## config.mk

```make
export PLATFORM = sky130hd
export DESIGN_NAME = uart_rx_byte
export DESIGN_NICKNAME = d
export VERILOG_FILES = /design/src/rtl/uart_rx_byte.sv
export SDC_FILE = /design/constraint.sdc
export NUM_CORES = 1
export LEC_CHECK = 0
export ABC_CLOCK_PERIOD_IN_PS = 5200
export BUFFER_PORTS_ARGS = -buffer_cell sky130_fd_sc_hd__buf_2
export CORE_UTILIZATION = 36
export CTS_CLUSTER_DIAMETER = 100
export DETAILED_ROUTE_END_ITERATION = 10
export GPL_TIMING_DRIVEN = 0
export SLEW_MARGIN = 40
export SYNTH_ARGS = -nofsm -noshare
export SYNTH_HDL_FRONTEND = slang
export SYNTH_SLANG_ARGS = --single-unit
export TNS_END_PERCENT = 10
```

## constraint.sdc

```tcl
create_clock -name clk -period 5.2 [get_ports clk]
set_clock_uncertainty 0.15 [all_clocks]
set_input_delay 0.26 -clock clk [delete_from_list [all_inputs] [get_ports clk]]
set_output_delay 0.26 -clock clk [all_outputs]
set_load 0.02 [all_outputs]
```

## src/rtl/uart_rx_byte.sv

```systemverilog
// 8N1 UART receiver: 2-flop synchroniser, mid-bit sampling FSM, byte strobe and framing error.
// Define UART_RX_PARITY_EN to expect an even-parity bit and expose parity_err.
module uart_rx_byte #(
    parameter int CLKS_PER_BIT = 434,
    parameter int CNT_W        = 16
) (
    input  logic       clk,
    input  logic       rst,
    input  logic       rx,
    output logic [7:0] data_out,
    output logic       data_valid,
    output logic       frame_err,
    output logic       busy
`ifdef UART_RX_PARITY_EN
    ,
    output logic       parity_err
`endif
);

    localparam logic [CNT_W-1:0] HALF_M1 = CNT_W'(CLKS_PER_BIT / 2 - 1);
    localparam logic [CNT_W-1:0] FULL_M1 = CNT_W'(CLKS_PER_BIT - 1);

`ifdef UART_RX_PARITY_EN
    typedef enum logic [2:0] {IDLE, START, DATA, PARITY, STOP, BREAK} state_t;
`else
    typedef enum logic [2:0] {IDLE, START, DATA, STOP, BREAK} state_t;
`endif

    state_t           state, state_nxt;
    logic             rx_meta, rx_s, rx_prev;
    logic [CNT_W-1:0] cnt;
    logic [2:0]       bit_idx;
    logic [7:0]       shreg;
    logic             par_bad;
    logic             fall;
    logic             cnt_clr, cnt_inc, shift_en, idx_clr, par_chk;
    logic             done_ok, done_ferr, done_perr;

    // Synchroniser idles high so reset never looks like a start edge.
    always_ff @(posedge clk or posedge rst) begin
        if (rst) begin
            rx_meta <= 1'b1;
            rx_s    <= 1'b1;
            rx_prev <= 1'b1;
        end else begin
            rx_meta <= rx;
            rx_s    <= rx_meta;
            rx_prev <= rx_s;
        end
    end

    assign fall = rx_prev & ~rx_s;

    always_ff @(posedge clk or posedge rst) begin
        if (rst) state <= IDLE;
        else     state <= state_nxt;
    end

    always_comb begin
        state_nxt = state;
        cnt_clr   = 1'b0;
        cnt_inc   = 1'b0;
        shift_en  = 1'b0;
        idx_clr   = 1'b0;
        par_chk   = 1'b0;
        done_ok   = 1'b0;
        done_ferr = 1'b0;
        done_perr = 1'b0;
        case (state)
            IDLE: begin
                if (fall) begin
                    cnt_clr   = 1'b1;
                    state_nxt = START;
                end
            end
            START: begin
                if (cnt == HALF_M1) begin
                    if (!rx_s) begin
                        cnt_clr   = 1'b1;
                        idx_clr   = 1'b1;
                        state_nxt = DATA;
                    end else begin
                        state_nxt = IDLE;
                    end
                end else begin
                    cnt_inc = 1'b1;
                end
            end
            DATA: begin
                if (cnt == FULL_M1) begin
                    cnt_clr  = 1'b1;
                    shift_en = 1'b1;
                    if (bit_idx == 3'd7) begin
`ifdef UART_RX_PARITY_EN
                        state_nxt = PARITY;
`else
                        state_nxt = STOP;
`endif
                    end
                end else begin
                    cnt_inc = 1'b1;
                end
            end
`ifdef UART_RX_PARITY_EN
            PARITY: begin
                if (cnt == FULL_M1) begin
                    cnt_clr   = 1'b1;
                    par_chk   = 1'b1;
                    state_nxt = STOP;
                end else begin
                    cnt_inc = 1'b1;
                end
            end
`endif
            STOP: begin
                if (cnt == FULL_M1) begin
                    cnt_clr = 1'b1;
                    if (rx_s) begin
                        // A bad stop bit wins over parity; only a clean frame can flag parity.
                        if (par_bad) done_perr = 1'b1;
                        else         done_ok   = 1'b1;
                        state_nxt = IDLE;
                    end else begin
                        done_ferr = 1'b1;
                        state_nxt = BREAK;
                    end
                end else begin
                    cnt_inc = 1'b1;
                end
            end
            BREAK: begin
                if (rx_s) state_nxt = IDLE;
            end
            default: state_nxt = IDLE;
        endcase
    end

    always_ff @(posedge clk or posedge rst) begin
        if (rst) begin
            cnt        <= '0;
            bit_idx    <= '0;
            shreg      <= '0;
            par_bad    <= 1'b0;
            data_out   <= 8'h00;
            data_valid <= 1'b0;
            frame_err  <= 1'b0;
        end else begin
            if (cnt_clr)      cnt <= '0;
            else if (cnt_inc) cnt <= cnt + 1'b1;

            if (idx_clr)       bit_idx <= '0;
            else if (shift_en) bit_idx <= bit_idx + 1'b1;

            if (shift_en) shreg <= {rx_s, shreg[7:1]};

            // Even parity: the parity bit equals the XOR of the data bits.
            if (idx_clr)      par_bad <= 1'b0;
            else if (par_chk) par_bad <= rx_s ^ (^shreg);

            if (done_ok) data_out <= shreg;
            data_valid <= done_ok;
            frame_err  <= done_ferr;
        end
    end

`ifdef UART_RX_PARITY_EN
    always_ff @(posedge clk or posedge rst) begin
        if (rst) parity_err <= 1'b0;
        else     parity_err <= done_perr;
    end
`endif

    assign busy = (state != IDLE);

endmodule

```

**Yosys cells after proc, flatten, opt, wreduce, memory -nomap -nowiden**

Cells that the tools add are included.

- Register bits: 43
- Bits of input ports: 3
- Output and inout port bits: 11
- Word-level logic and storage cells: 61

- $add $sub $neg: 2
- Equality and inequality tests: 13
- Multiplexer cells: 28
- Bitwise logic cells: 2
- Reductions and logical operators: 6

Operators by type and width:

| operator | count |
|---|---|
| two-way mux 16 bit | 2 |
| two-way mux 3 bit | 9 |
| adder 16 x 1 -> 16 bit (second input constant) | 1 |
| equality test 16 x 8 -> 1 bit (second input constant) | 1 |
| equality test 16 x 9 -> 1 bit (second input constant) | 1 |
| one-hot mux 3 bit (5 select lines) | 1 |
| two-way mux 1 bit | 13 |
| != test 2 bit (second input constant) | 6 |
| equality test 3 x 2 -> 1 bit (second input constant) | 2 |
| equality test 3 bit (second input constant) | 2 |
| AND reduction 6 bit | 1 |
| nonzero test 2 bit | 2 |
| adder 3 x 1 -> 3 bit (second input constant) | 1 |
| equality test 3 x 1 -> 1 bit (second input constant) | 1 |
| zero test 3 bit | 1 |
| one-hot mux 1 bit (3 select lines) | 1 |
| nonzero test 3 bit | 1 |
| two-way mux 2 bit | 1 |
| one-hot mux 1 bit (2 select lines) | 1 |
| OR reduction 2 bit | 1 |
| AND 1 bit | 1 |
| inverter 1 bit | 1 |

**Longest topological paths before layout**

Gate-level depths: netlist of run 1.

- Depth after elaboration: 5
- Mapped depth: 8
- Mapped depth without buffers: 7

**Worst setup path after synthesis of run 1**

OpenSTA, ideal clock, no wires.

- Kind: register -> register
- Start point: register cnt[6]
- End point: register bit_idx[0]
- Arrival: 1.899 ns
- Data required time: 4.925 ns
- Slack: 3.026 ns
- Stages on the path, launching flop included: 8
- Path buffers: 2
- Clock period less this slack: 2.174 ns
- Path through: dfrtp_1 > buf_6 > and4bb_1 > nand4_2 > or4_4 > buf_6 > o21a_4 > mux2_4

- Cells in the longest elaborated chain, start to end: 4

RTL lines:

| element | line | source |
|---|---|---|
| start: declaration | 31 | `logic [CNT_W-1:0] cnt;` |
| start signal: assignment | 149 | `else if (cnt_inc) cnt <= cnt + 1'b1;` |
| equality test 16 x 8 -> 1 bit or equality test 16 x 9 -> 1 bit (tied branches) | 77, 90 |  |
| two-way mux 1 bit (on tied branches) | 77, 90 |  |
| two-way mux 1 bit | 69 | `case (state)` |
| two-way mux 3 bit or nonzero test 2 bit (tied branches) | - |  |
| end signal: assignment | 152 | `else if (shift_en) bit_idx <= bit_idx + 1'b1;` |
| end: declaration | 32 | `logic [2:0] bit_idx;` |

Several ways; a longest one is shown, not always the timed one.
A chain may end at the register's enable or synchronous reset.

**Worst setup path in the final report of run 1**

- Start point: register cnt[2]
- End point: register data_out[4]

- Cells in the longest elaborated chain, start to end: 3

RTL lines:

| element | line | source |
|---|---|---|
| equality test 16 x 9 -> 1 bit | 116 | `if (cnt == FULL_M1) begin` |
| two-way mux 1 bit | 116 |  |
| two-way mux 1 bit | 69 |  |
| end signal: assignment | 160 | `if (done_ok) data_out <= shreg;` |
| end: declaration | 10 | `output logic [7:0] data_out,` |

No other way between the ends.

==> key figures, run 1 <==
Worst hold path
  – WHS Path Cells: 0
  – Worst hold start: rx_meta$_DFF_PP1_
  – Worst Hold End: rx_s$_DFF_PP1_
  – Worst min-delay path class: reg2reg

Timing
  – Setup ws final: approximately 2.8 ns
  – Final setup viols: 0
  – Least-Margin Pin Slew: 0.556 ns
  – Max-slew violation count: 0
  – Setup TNS: 0 ns
  – Fmax: ~420 MHz
  – Fin crit share: 46.0%
  – Max-Slew Margin vs Limit: between 60% and 70%
  – Final Hold Viols: 0
  – RSZ-0062 raised after global routing: no
  – Fin crit period: about 2.4 ns

Setup path
  – CP endpoint kind: flop
  – Worst Reg2Reg Path Length in Cells: 5
  – Required time worst endpoint: roughly 5.3 ns
  – CP max stage cell: or4_1
  – Crit path max fanout: 8
  – Crit-path cells: nor3b_1 -> nand3_1 -> or4_1 -> buf_6 -> mux2_4
  – Kind of critical path: reg2reg
  – Worst path max stage delay: 0.51 ns
  – CP delay by family, top: simple AND/OR/NAND/NOR gates
  – FF-to-FF setup slack: approximately 2.8 ns
  – R2r startpoint: cnt[2]$_DFFE_PP0P_
  – Worst setup SP type: flop
  – Buffers & Inverters on Critical Path: 1
  – CP Data Arrival Time: 2.44 ns
  – Worst R2R End: data_out[4]$_DFFE_PP0P_

Global routing
  – Vias in the first global route: ~1,500
  – Initial antenna violation count: 0
  – Global-route wire length before repair: 6980 um
  – Total GRT Usage: roughly 15%
  – GR Overflow Total: 0
  – Largest net degree at the start of global routing: 31

Logic synthesis
  – Adder-cell share of the synthesized area: 2.92%
  – Post-synthesis simple-gate area fraction: roughly 20%
  – Synth warn: 0
  – Post-synthesis sequential area ratio: 50.4%
  – Synthesized cell area: about 2100 sq um
  – Area fraction of the dominant cell type after synthesis: a little under half
  – Main combinational cell family by area after synthesis: simple AND/OR/NAND/NOR gates
  – Ys flop type: dfrtp_1
  – Yosys cell types: 49
  – Flops & latches, synth: 43
  – Post-synth EDFFs: 0
  – Compound-Gate Fraction of Synth Area: 7.01%
  – Post-Syn Instances: 188
  – Share of synthesized area spent on multiplexers: a little under an eighth
  – Dominant cell type by area after synthesis: dfrtp_1
  – Post-synth ARST share: between 90% and 100%
  – Avg Cell Area, Syn: approximately 11 sq um
  – Most area-consuming cells after synthesis: dfrtp_1, mux2_4, mux2_2, xor2_1, dfstp_2
  – Net Count, Synth: 196
  – Synth Area in XOR/XNOR: about 4.9%

Power and ir drop
  – Clock Power Share: between 30 and 40%
  – Leakage: about 1.2 nW
  – Pwr/cell area: between 300 and 400 nW/um^2
  – Switching part of the total power: approximately 30%
  – Net Sw Power: approximately 0.00022 W
  – Max IR drop VDD: 0.155 mV
  – Combinational share of power: 17.0%
  – Pint: approximately 0.00053 W
  – Sequential share of power: 52.1%

Clock network
  – TritonCTS clock tree: done
  – Clock buffer depth: 2
  – Number of gates resized after CTS: 0
  – Clk_lat worst skew: ~0.3 ns
  – CTS Buf Count: 5
  – Cts-stage hold buffer count: 2
  – Clock root buffer master: clkbuf_8
  – H-tree levels: 2
  – Reg clk slew, reported paths: around 0.090 ns
  – Clk sink count: 43
  – Postcts setup bufs: 0

Floorplan
  – Core ar.: roughly 5600 sq um
  – Die height: approximately 79 um
  – Area of the die: 6270 sq um
  – Starting Density: between 30% and 40%
  – Io pins: 14
  – Placement row count: 27
  – Die W: a little under 80 um

Drt
  – Detail Route Antenna Nets: 0
  – Detailed-route via count: roughly 1,500
  – Pre-Repair DR Iteration Count: 4
  – Vias per cell: between 5 and 6
  – Drt total wl: 3910 um
  – DRC violations left: 0
  – Routed WL per cell: between 10 and 15 um
  – Initial DRC count: a little under 90

Place
  – Gp weighted congestion: between 0.8 and 0.9
  – IO Port Bufs: 13
  – Final HPWL DP: between 2000 and 3000 um
  – Setup WS pre-CTS: approximately 2.8 ns

Layout
  – Nets: approximately 220
  – Leading cell type in the layout, fill and taps excluded: dfrtp_1
  – Antenna Cells: 0
  – Most frequent cells in the layout: dfrtp_1, nor2_1, buf_2, nand2_1
  – Area Overhead vs Synth: 14.1%
  – Share of layout cells above drive strength 1: 26.4%

Status
  – Status: finished clean

Job
  – Max-capacitance violation count: 0
-- Yosys cell counts, types with 2 or more instances --
cell type	n
clkbuf_1	3
xnor2_1	2
nand4_1	3
nand2_1	11
nor3_1	3
buf_6	3
dfrtp_1	40
mux2_4	9
xor2_1	10
nor2_1	21
mux2i_1	2
dfstp_2	3
and2_1	2
a22o_1	2
mux2_2	8
a21oi_1	5
inv_1	5
nand3_1	10
and3_2	2
nand2b_1	3
nor4_1	2
ha_1	5
nor4bb_1	3
and4_1	2
or3_1	2
o21ai_0	3
nor3b_1	2
-- state kept, by name, indices dropped and copies added, names as in the netlist --
name,count
bit_idx,3
rx_prev,1
cnt,16
data_out,8
frame_err,1
shreg,8
state,3
rx_s,1
data_valid,1
rx_meta,1
-- logic make-up (layout without fill, tap and decap cells) --
group	Yosys count	count (layout)
fa+ha+maj	5	5
simple gates	75	75
compound gates	21	21
flops	43	43
mux	19	19
buf+inv	13	37
xor+xnor	12	12
-- metrics by stage --
step	area, sq um	utilization [%]	hold WS [ns]	std cells	total power, W
after CTS	2450	43.6	0.209	284	0.000755
after detailed placement	2330	41.5	0.0450	274	0.000523
after floorplan	2140	-	0.114	188	0.000485
after global placement	2300	41.0	0.196	273	0.000516
after global routing	2450	43.6	0.214	284	0.000791
final	2450	43.6	0.209	284	0.000749
-- worst max-delay path by stage --
stage	from	to	slack, ns	depth (start not counted)
after floorplan	cnt[6]$_DFFE_PP0P_	bit_idx[0]$_DFFE_PP0P_	3.03	7
after global placement	cnt[2]$_DFFE_PP0P_	data_out[7]$_DFFE_PP0P_	2.85	5
after detailed placement	cnt[2]$_DFFE_PP0P_	data_out[4]$_DFFE_PP0P_	2.81	5
after CTS	cnt[2]$_DFFE_PP0P_	data_out[4]$_DFFE_PP0P_	2.79	5
after global routing	cnt[2]$_DFFE_PP0P_	cnt[6]$_DFFE_PP0P_	2.59	6
final	cnt[2]$_DFFE_PP0P_	data_out[4]$_DFFE_PP0P_	2.81	5
-- power by group through the flow --
stage | Sequential [W] | Clock (W) | Combinational [W]
floorplan | 0.000386 | 0 | 0.0000995
global placement | 0.000395 | 0 | 0.000121
detailed placement | 0.000395 | 0 | 0.000128
CTS | 0.000389 | 0.000237 | 0.000128
global route | 0.000394 | 0.000251 | 0.000145
finish | 0.000390 | 0.000232 | 0.000127
-- worst reg2reg max path: cells and delay by family, from the launching register on --
family	cells	cell delay [ns]
and+or+nand+nor	3	1.18
DFF	1	0.48
buffers and inverters	1	0.17
muxes	1	0.30
-- routing by layer --
metal	GRT usage, %	wire length, um	up-vias
met4	6.55	73	0
met3	3.79	122	4
li1	-	-	713
met1	20.3	2000	712
met2	21.8	1710	22
met5	0	0	-
-- layout make-up --
cell class              count  area [sq um]
clock inverters             2          16.3
clock buffers               6          82.6
well taps                  72          90.1
plain buffers               8          53.8
fillers                   557          3160
flip-flops and latches     43          1080
repair buffers             16           105
inverters                   5          21.3
multi-input cells         132           997
(Power assumes the default switching activity.)
==> run 2: changes to the inputs <==
--- a/config.mk
+++ b/config.mk
@@ -5,7 +5,7 @@
 export SDC_FILE = /design/constraint.sdc
 export NUM_CORES = 1
 export LEC_CHECK = 0
-export ABC_CLOCK_PERIOD_IN_PS = 5200
+export ABC_CLOCK_PERIOD_IN_PS = 2300
 export BUFFER_PORTS_ARGS = -buffer_cell sky130_fd_sc_hd__buf_2
 export CORE_UTILIZATION = 36
 export CTS_CLUSTER_DIAMETER = 100
==> constraint.sdc (replaced) <==
create_clock -name clk -period 2.3 [get_ports clk]
set_clock_uncertainty 0.15 [all_clocks]
set_input_delay 0.115 -clock clk [delete_from_list [all_inputs] [get_ports clk]]
set_output_delay 0.115 -clock clk [all_outputs]
set_load 0.02 [all_outputs]
==> run 2 against run 1 <==
Against the previous run:
- sequential cell count did not move
- die area did not move
- global-route usage barely moved
- non-clock buffer count rose by 2
- clock-buffer cell count did not move
- fmax rose by 5.3%
- cell count rose by 0.70%
- sequential share of layout area fell by 0.83 points
- combinational power rose by 140%
- clock power rose by 130%
- cell area rose by 2.0%
- first-iteration DRC count rose by 3.4%
- critical path type unchanged
==> key figures, run 2 (synthesis results as in run 1) <==
Layout
  – Most frequent cells in the layout: dfrtp_1, nor2_1, buf_2, nand2_1
  – Filler cells: roughly 550
  – Leading cell type in the layout, fill and taps excluded: dfrtp_1
  – Final core occ: 44.5%
  – Largest registers: cnt (16), data_out (8), shreg (8)
  – Antenna Cells: 0
  – Number of flip-flops in the largest register: 16
  – Nets: approximately 220
  – Area Overhead vs Synth: 16.5%
  – Share of layout cells above drive strength 1: between 20 and 30%
  – Largest Register: cnt

Clock network
  – Reg clk slew, reported paths: about 0.09 ns
  – Clock root buffer master: clkbuf_8
  – CTS Buf Count: 5
  – Clk_lat worst skew: approximately 0.30 ns
  – H-tree levels: 2
  – Clk sink count: 43
  – Clock buffer depth: 2
  – TritonCTS clock tree: done

Setup path
  – Critical path depth: 5
  – CP startpoint: cnt[3]$_DFFE_PP0P_
  – Kind of critical path: reg2reg
  – Worst Reg2Reg Path Length in Cells: 5
  – CP max stage cell: or4_4
  – Crit path capture: bit_idx[0]$_DFFE_PP0P_
  – Worst R2R End: bit_idx[0]$_DFFE_PP0P_
  – CP endpoint kind: flop
  – Crit-path cells: and4bb_2 -> nand4_4 -> or4_4 -> o21a_4 -> mux2_4
  – Crit path max fanout: 9
  – Buffers & Inverters on Critical Path: 0
  – Worst setup SP type: flop
  – CP Data Arrival Time: between 2 and 2.5 ns
  – Required time worst endpoint: around 2.3 ns
  – Worst path max stage delay: 0.61 ns
  – FF-to-FF setup slack: 0.03 ns
  – R2r startpoint: cnt[3]$_DFFE_PP0P_
  – CP delay by family, top: simple AND/OR/NAND/NOR gates

Floorplan
  – Area of the die: 6270 sq um
  – Placement row count: 27
  – Starting Density: 38.2%
  – Die height: 79.2 um
  – Io pins: 14
  – Core ar.: roughly 5600 sq um
  – Die W: 79.2 um

Global routing
  – Vias in the first global route: roughly 1,500
  – GR Overflow Total: 0
  – Initial antenna violation count: 0
  – Global-route wire length before repair: between 6000 and 7000 um
  – Total GRT Usage: between 10 and 15%
  – Largest net degree at the start of global routing: 31

Power and ir drop
  – Max IR drop VDD: approximately 0.35 mV
  – Pwr/cell area: approximately 700 nW/um^2
  – Clock Power Share: a little under a third
  – Net Sw Power: slightly above 0.0005 W
  – Pint: roughly 0.0012 W
  – Combinational share of power: between 10% and 20%
  – Leakage: approximately 1.2 nW
  – Total power: between 0.0015 and 0.002 W
  – Sequential share of power: 51.8%
  – Switching part of the total power: between 30% and 40%

Timing
  – Setup TNS: 0 ns
  – RSZ-0062 raised after global routing: yes
  – Final Hold Viols: 0
  – Fin crit share: 98.7%
  – Least-Margin Pin Slew: ~0.55 ns
  – Max-Slew Margin vs Limit: 62.8%
  – Max-slew violation count: 0
  – Final setup viols: 0
  – Fin crit period: between 2 and 2.5 ns
  – Fmax: 440 MHz

Drt
  – Initial DRC count: 91
  – Drt total wl: ~4000 um
  – DR WL met2: between 1500 and 2000 um
  – Wire length on met3: between 100 and 150 um
  – Met1 Routed Length: 2040 um
  – Detailed-route via count: 1,474
  – Detail Route Antenna Nets: 0
  – Vias per cell: approximately 5.2
  – DRC violations left: 0
  – DR top layer: met4
  – Pre-Repair DR Iteration Count: 4
  – Routed WL per cell: 14.0 um

Place
  – IO Port Bufs: 13
  – Gp weighted congestion: about 0.8
  – Final HPWL DP: between 2000 and 3000 um

Worst hold path
  – Worst min-delay path class: in2async

Status
  – Status: finished clean

Job
  – Max-capacitance violation count: 0
run 2: cell types whose count changed in the layout (fill, tap and decap cells not counted), sizes merged:
cell / delta
buf: +1
clkbuf: +1
run 2: tightest hold or removal path, delay by kind of cell:
kind	cells	cell delay (ns)
buffers and inverters	3	0.82
run 2: repair_timing:
action | in CTS | in global routing
buffers inserted | 0 | 3
hold buffers | 2 | 0
resized for setup | 3 | 5
endpoints found under the setup margin | 21 | 19
hold endpoints to repair | 41 | 0
pin swaps | 1 | 4
run 2: layout make-up:
| class | instances | area [sq um] | share of cell area, % |
|---|---|---|---|
| plain buffers | 7 | 45.0 | 1.80 |
| clock buffers | 6 | 82.6 | 3.31 |
| clock inverters | 2 | 16.3 | 0.652 |
| inverters | 5 | 21.3 | 0.852 |
| multi-input cells | 132 | 1030 | 41.4 |
| flip-flops and latches | 43 | 1080 | 43.3 |
| well taps | 72 | 90.1 | 3.61 |
| repair buffers | 19 | 128 | 5.11 |
run 2: worst min path at each step:
| stage | endpoint | slack [ns] | cells after the start |
|---|---|---|---|
| 2_1_floorplan | rx_meta$_DFF_PP1_ | -0.03 | 0 |
| 3_3_place_gp | rx_meta$_DFF_PP1_ | 0.07 | 1 |
| 3_5_place_dp | cnt[3]$_DFFE_PP0P_ | -0.10 | 2 |
| 4_1_cts | cnt[3]$_DFFE_PP0P_ | 0.11 | 3 |
| 5_1_grt | cnt[3]$_DFFE_PP0P_ | 0.14 | 3 |
| 6_report | cnt[3]$_DFFE_PP0P_ | 0.11 | 3 |
run 2: power by group through the flow:
stage	Clock (W)	Combinational, W	Sequential (W)
2_1_floorplan	0	0.000225	0.000873
3_3_place_gp	0	0.000273	0.000893
3_5_place_dp	0	0.000289	0.000892
4_1_cts	0.000537	0.000293	0.000882
5_1_grt	0.000568	0.000344	0.000899
6_report	0.000523	0.000304	0.000890
run 2: layer usage:
| layer | vias up | global-route usage [%] |
|---|---|---|
| li1 | 717 | - |
| met5 | - | 0 |
| met3 | 5 | 3.79 |
| met2 | 24 | 21.9 |
| met1 | 728 | 20.3 |
| met4 | 0 | 6.55 |
run 2: stage by stage:
step	hold WS (ns)	setup WS, ns	instances	cell area [sq um]
2_1_floorplan	-0.0305	0.126	188	2140
3_3_place_gp	0.0720	-0.0540	273	2300
3_5_place_dp	-0.100	-0.0900	274	2330
4_1_cts	0.114	0.00254	284	2460
5_1_grt	0.141	-0.0254	286	2500
6_report	0.115	0.0297	286	2500
==> run 3: changes to the inputs <==
--- a/config.mk
+++ b/config.mk
@@ -5,7 +5,7 @@
 export SDC_FILE = /design/constraint.sdc
 export NUM_CORES = 1
 export LEC_CHECK = 0
-export ABC_CLOCK_PERIOD_IN_PS = 2300
+export ABC_CLOCK_PERIOD_IN_PS = 2600
 export BUFFER_PORTS_ARGS = -buffer_cell sky130_fd_sc_hd__buf_2
 export CORE_UTILIZATION = 36
 export CTS_CLUSTER_DIAMETER = 100
==> constraint.sdc (replaced) <==
create_clock -name clk -period 2.6 [get_ports clk]
set_clock_uncertainty 0.15 [all_clocks]
set_input_delay 0.13 -clock clk [delete_from_list [all_inputs] [get_ports clk]]
set_output_delay 0.13 -clock clk [all_outputs]
set_load 0.02 [all_outputs]
==> run 3 against run 2 <==
Against the previous run:
- register-to-register slack improved by 0.25 ns
- sequential share of layout area rose by 0.74 points
- setup slack improved by 0.25 ns
- die area did not move
- via count fell by 1.9%
- largest cell class unchanged
- first-iteration DRC count fell by 8.8%
- fmax fell by 2.1%
- global-route usage barely moved
- clock power fell by 11%
- combinational power fell by 15%
- non-clock buffer count fell by 2
- critical endpoint unchanged
==> key figures, run 3 (synthesis results as in run 1) <==
Layout
  – Filler cells: roughly 560
  – Largest registers: cnt (16), data_out (8), shreg (8)
  – Number of flip-flops in the largest register: 16
  – Antenna Cells: 0
  – Most frequent cells in the layout: dfrtp_1, nor2_1, buf_2, nand2_1
  – Reg area: between 1000 and 1500 sq um
  – Area occupied by multi-input gates: ~1000 sq um
  – Nets: 219
  – Share of layout cells above drive strength 1: between 20 and 30%
  – Largest Register: cnt
  – Area Overhead vs Synth: 14.4%
  – Leading cell type in the layout, fill and taps excluded: dfrtp_1

Setup path
  – FF-to-FF setup slack: 0.28 ns
  – Required time worst endpoint: about 2.6 ns
  – Worst path max stage delay: ~0.51 ns
  – CP delay by family, top: simple AND/OR/NAND/NOR gates
  – CP Data Arrival Time: ~2.4 ns
  – Crit-path cells: and4bb_1 -> nand4_2 -> or4_4 -> buf_6 -> o21a_4 -> mux2_4
  – Buffers & Inverters on Critical Path: 1
  – Worst setup SP type: flop
  – R2r startpoint: cnt[3]$_DFFE_PP0P_
  – CP max stage cell: or4_4
  – Crit path max fanout: 9
  – Worst R2R End: bit_idx[0]$_DFFE_PP0P_
  – CP endpoint kind: flop
  – Kind of critical path: reg2reg
  – Worst Reg2Reg Path Length in Cells: 6

Place
  – Gp weighted congestion: around 0.81
  – Setup WS pre-CTS: around 0.21 ns
  – Final HPWL DP: ~2700 um
  – IO Port Bufs: 13

Timing
  – Max-Slew Margin vs Limit: 62.7%
  – Final setup viols: 0
  – Max-slew violation count: 0
  – Fin crit period: 2.32 ns
  – Least-Margin Pin Slew: approximately 0.55 ns
  – Fin crit share: between 80% and 90%
  – RSZ-0062 raised after global routing: no
  – Setup TNS: 0 ns
  – Fmax: about 430 MHz
  – Setup ws final: 0.280 ns
  – Final Hold Viols: 0

Drt
  – Detail Route Antenna Nets: 0
  – Vias per cell: slightly above 5
  – DRC violations left: 0
  – Initial DRC count: 83
  – Drt total wl: 3910 um
  – Routed WL per cell: approximately 14 um
  – Detailed-route via count: between 1,000 and 1,500
  – Pre-Repair DR Iteration Count: 4

Floorplan
  – Io pins: 14
  – Core ar.: about 5600 sq um
  – Starting Density: 38.2%
  – Die W: between 70 and 80 um
  – Die height: approximately 79 um
  – Placement row count: 27
  – Area of the die: around 6300 sq um

Global routing
  – Initial antenna violation count: 0
  – Total GRT Usage: around 15%
  – Global-route wire length before repair: around 7000 um
  – GR Overflow Total: 0
  – Largest net degree at the start of global routing: 31
  – Vias in the first global route: ~1,500

Clock network
  – Clock root buffer master: clkbuf_8
  – Clock buffer depth: 2
  – TritonCTS clock tree: done
  – CTS Buf Count: 5
  – H-tree levels: 2
  – Clk sink count: 43
  – Reg clk slew, reported paths: ~0.090 ns
  – Clk_lat worst skew: approximately 0.3 ns

Worst hold path
  – Worst min-delay path class: in2async

Status
  – Status: finished clean

Power and ir drop
  – Leakage: approximately 1.2 nW
  – Pwr/cell area: 612 nW/um^2
  – Max IR drop VDD: between 0.3 and 0.4 mV

Job
  – Max-capacitance violation count: 0
[run 3: worst min-delay path: cells and delay by family]
family | cells | cell delay, ns
buf+inv | 3 | 0.82
[run 3: cell type report]
type / count / area share [%]
sequential: 43 / 44.1
multi-input combinational: 132 / 40.9
timing repair buffer: 16 / 4.29
tap: 72 / 3.68
clock buffer: 6 / 3.37
buffer: 8 / 2.19
inverter: 5 / 0.868
clock inverter: 2 / 0.664
[run 3: per-stage QoR]
stage | instances | util, % | hold WS (ns) | area [sq um] | total power (W)
2_1_floorplan | 188 | - | -0.0155 | 2140 | 0.000971
3_3_place_gp | 273 | 41.0 | 0.0870 | 2300 | 0.00103
3_5_place_dp | 274 | 41.5 | -0.0850 | 2330 | 0.00105
4_1_cts | 284 | 43.6 | 0.129 | 2450 | 0.00151
5_1_grt | 284 | 43.7 | 0.155 | 2450 | 0.00159
6_report | 284 | 43.7 | 0.129 | 2450 | 0.00150
[run 3: what timing repair did]
action	in CTS	in global routing
endpoints found under the setup margin	0	2
endpoints found under the hold margin	41	0
buffers inserted	0	0
hold buffers	2	0
resized for setup	0	1
[run 3: how the worst max path moves through the flow]
stage	startpoint	to	slack (ns)	cells after the start
after CTS	cnt[2]$_DFFE_PP0P_	data_out[4]$_DFFE_PP0P_	0.19	5
after global placement	cnt[2]$_DFFE_PP0P_	data_out[7]$_DFFE_PP0P_	0.25	5
after detailed placement	cnt[2]$_DFFE_PP0P_	data_out[4]$_DFFE_PP0P_	0.21	5
after floorplan	cnt[6]$_DFFE_PP0P_	bit_idx[0]$_DFFE_PP0P_	0.43	7
after global routing	cnt[11]$_DFFE_PP0P_	cnt[6]$_DFFE_PP0P_	0.07	6
final	cnt[3]$_DFFE_PP0P_	bit_idx[0]$_DFFE_PP0P_	0.28	6
[run 3: power by group]
part,internal [W],switching [W]
clock network,0.000217,0.000246
registers,0.000716,0.0000652
logic,0.000120,0.000137
total,0.00105,0.000448
[run 3: layer usage]
layer | global-route usage (%) | up-vias | routed length, um | part of all wire, %
met5 | 0 | - | 0 | 0
met1 | 20.3 | 707 | 2000 | 51
met2 | 21.8 | 22 | 1700 | 43
met4 | 6.55 | 0 | 80 | 2.0
met3 | 3.79 | 5 | 127 | 3.3
li1 | - | 712 | - | -
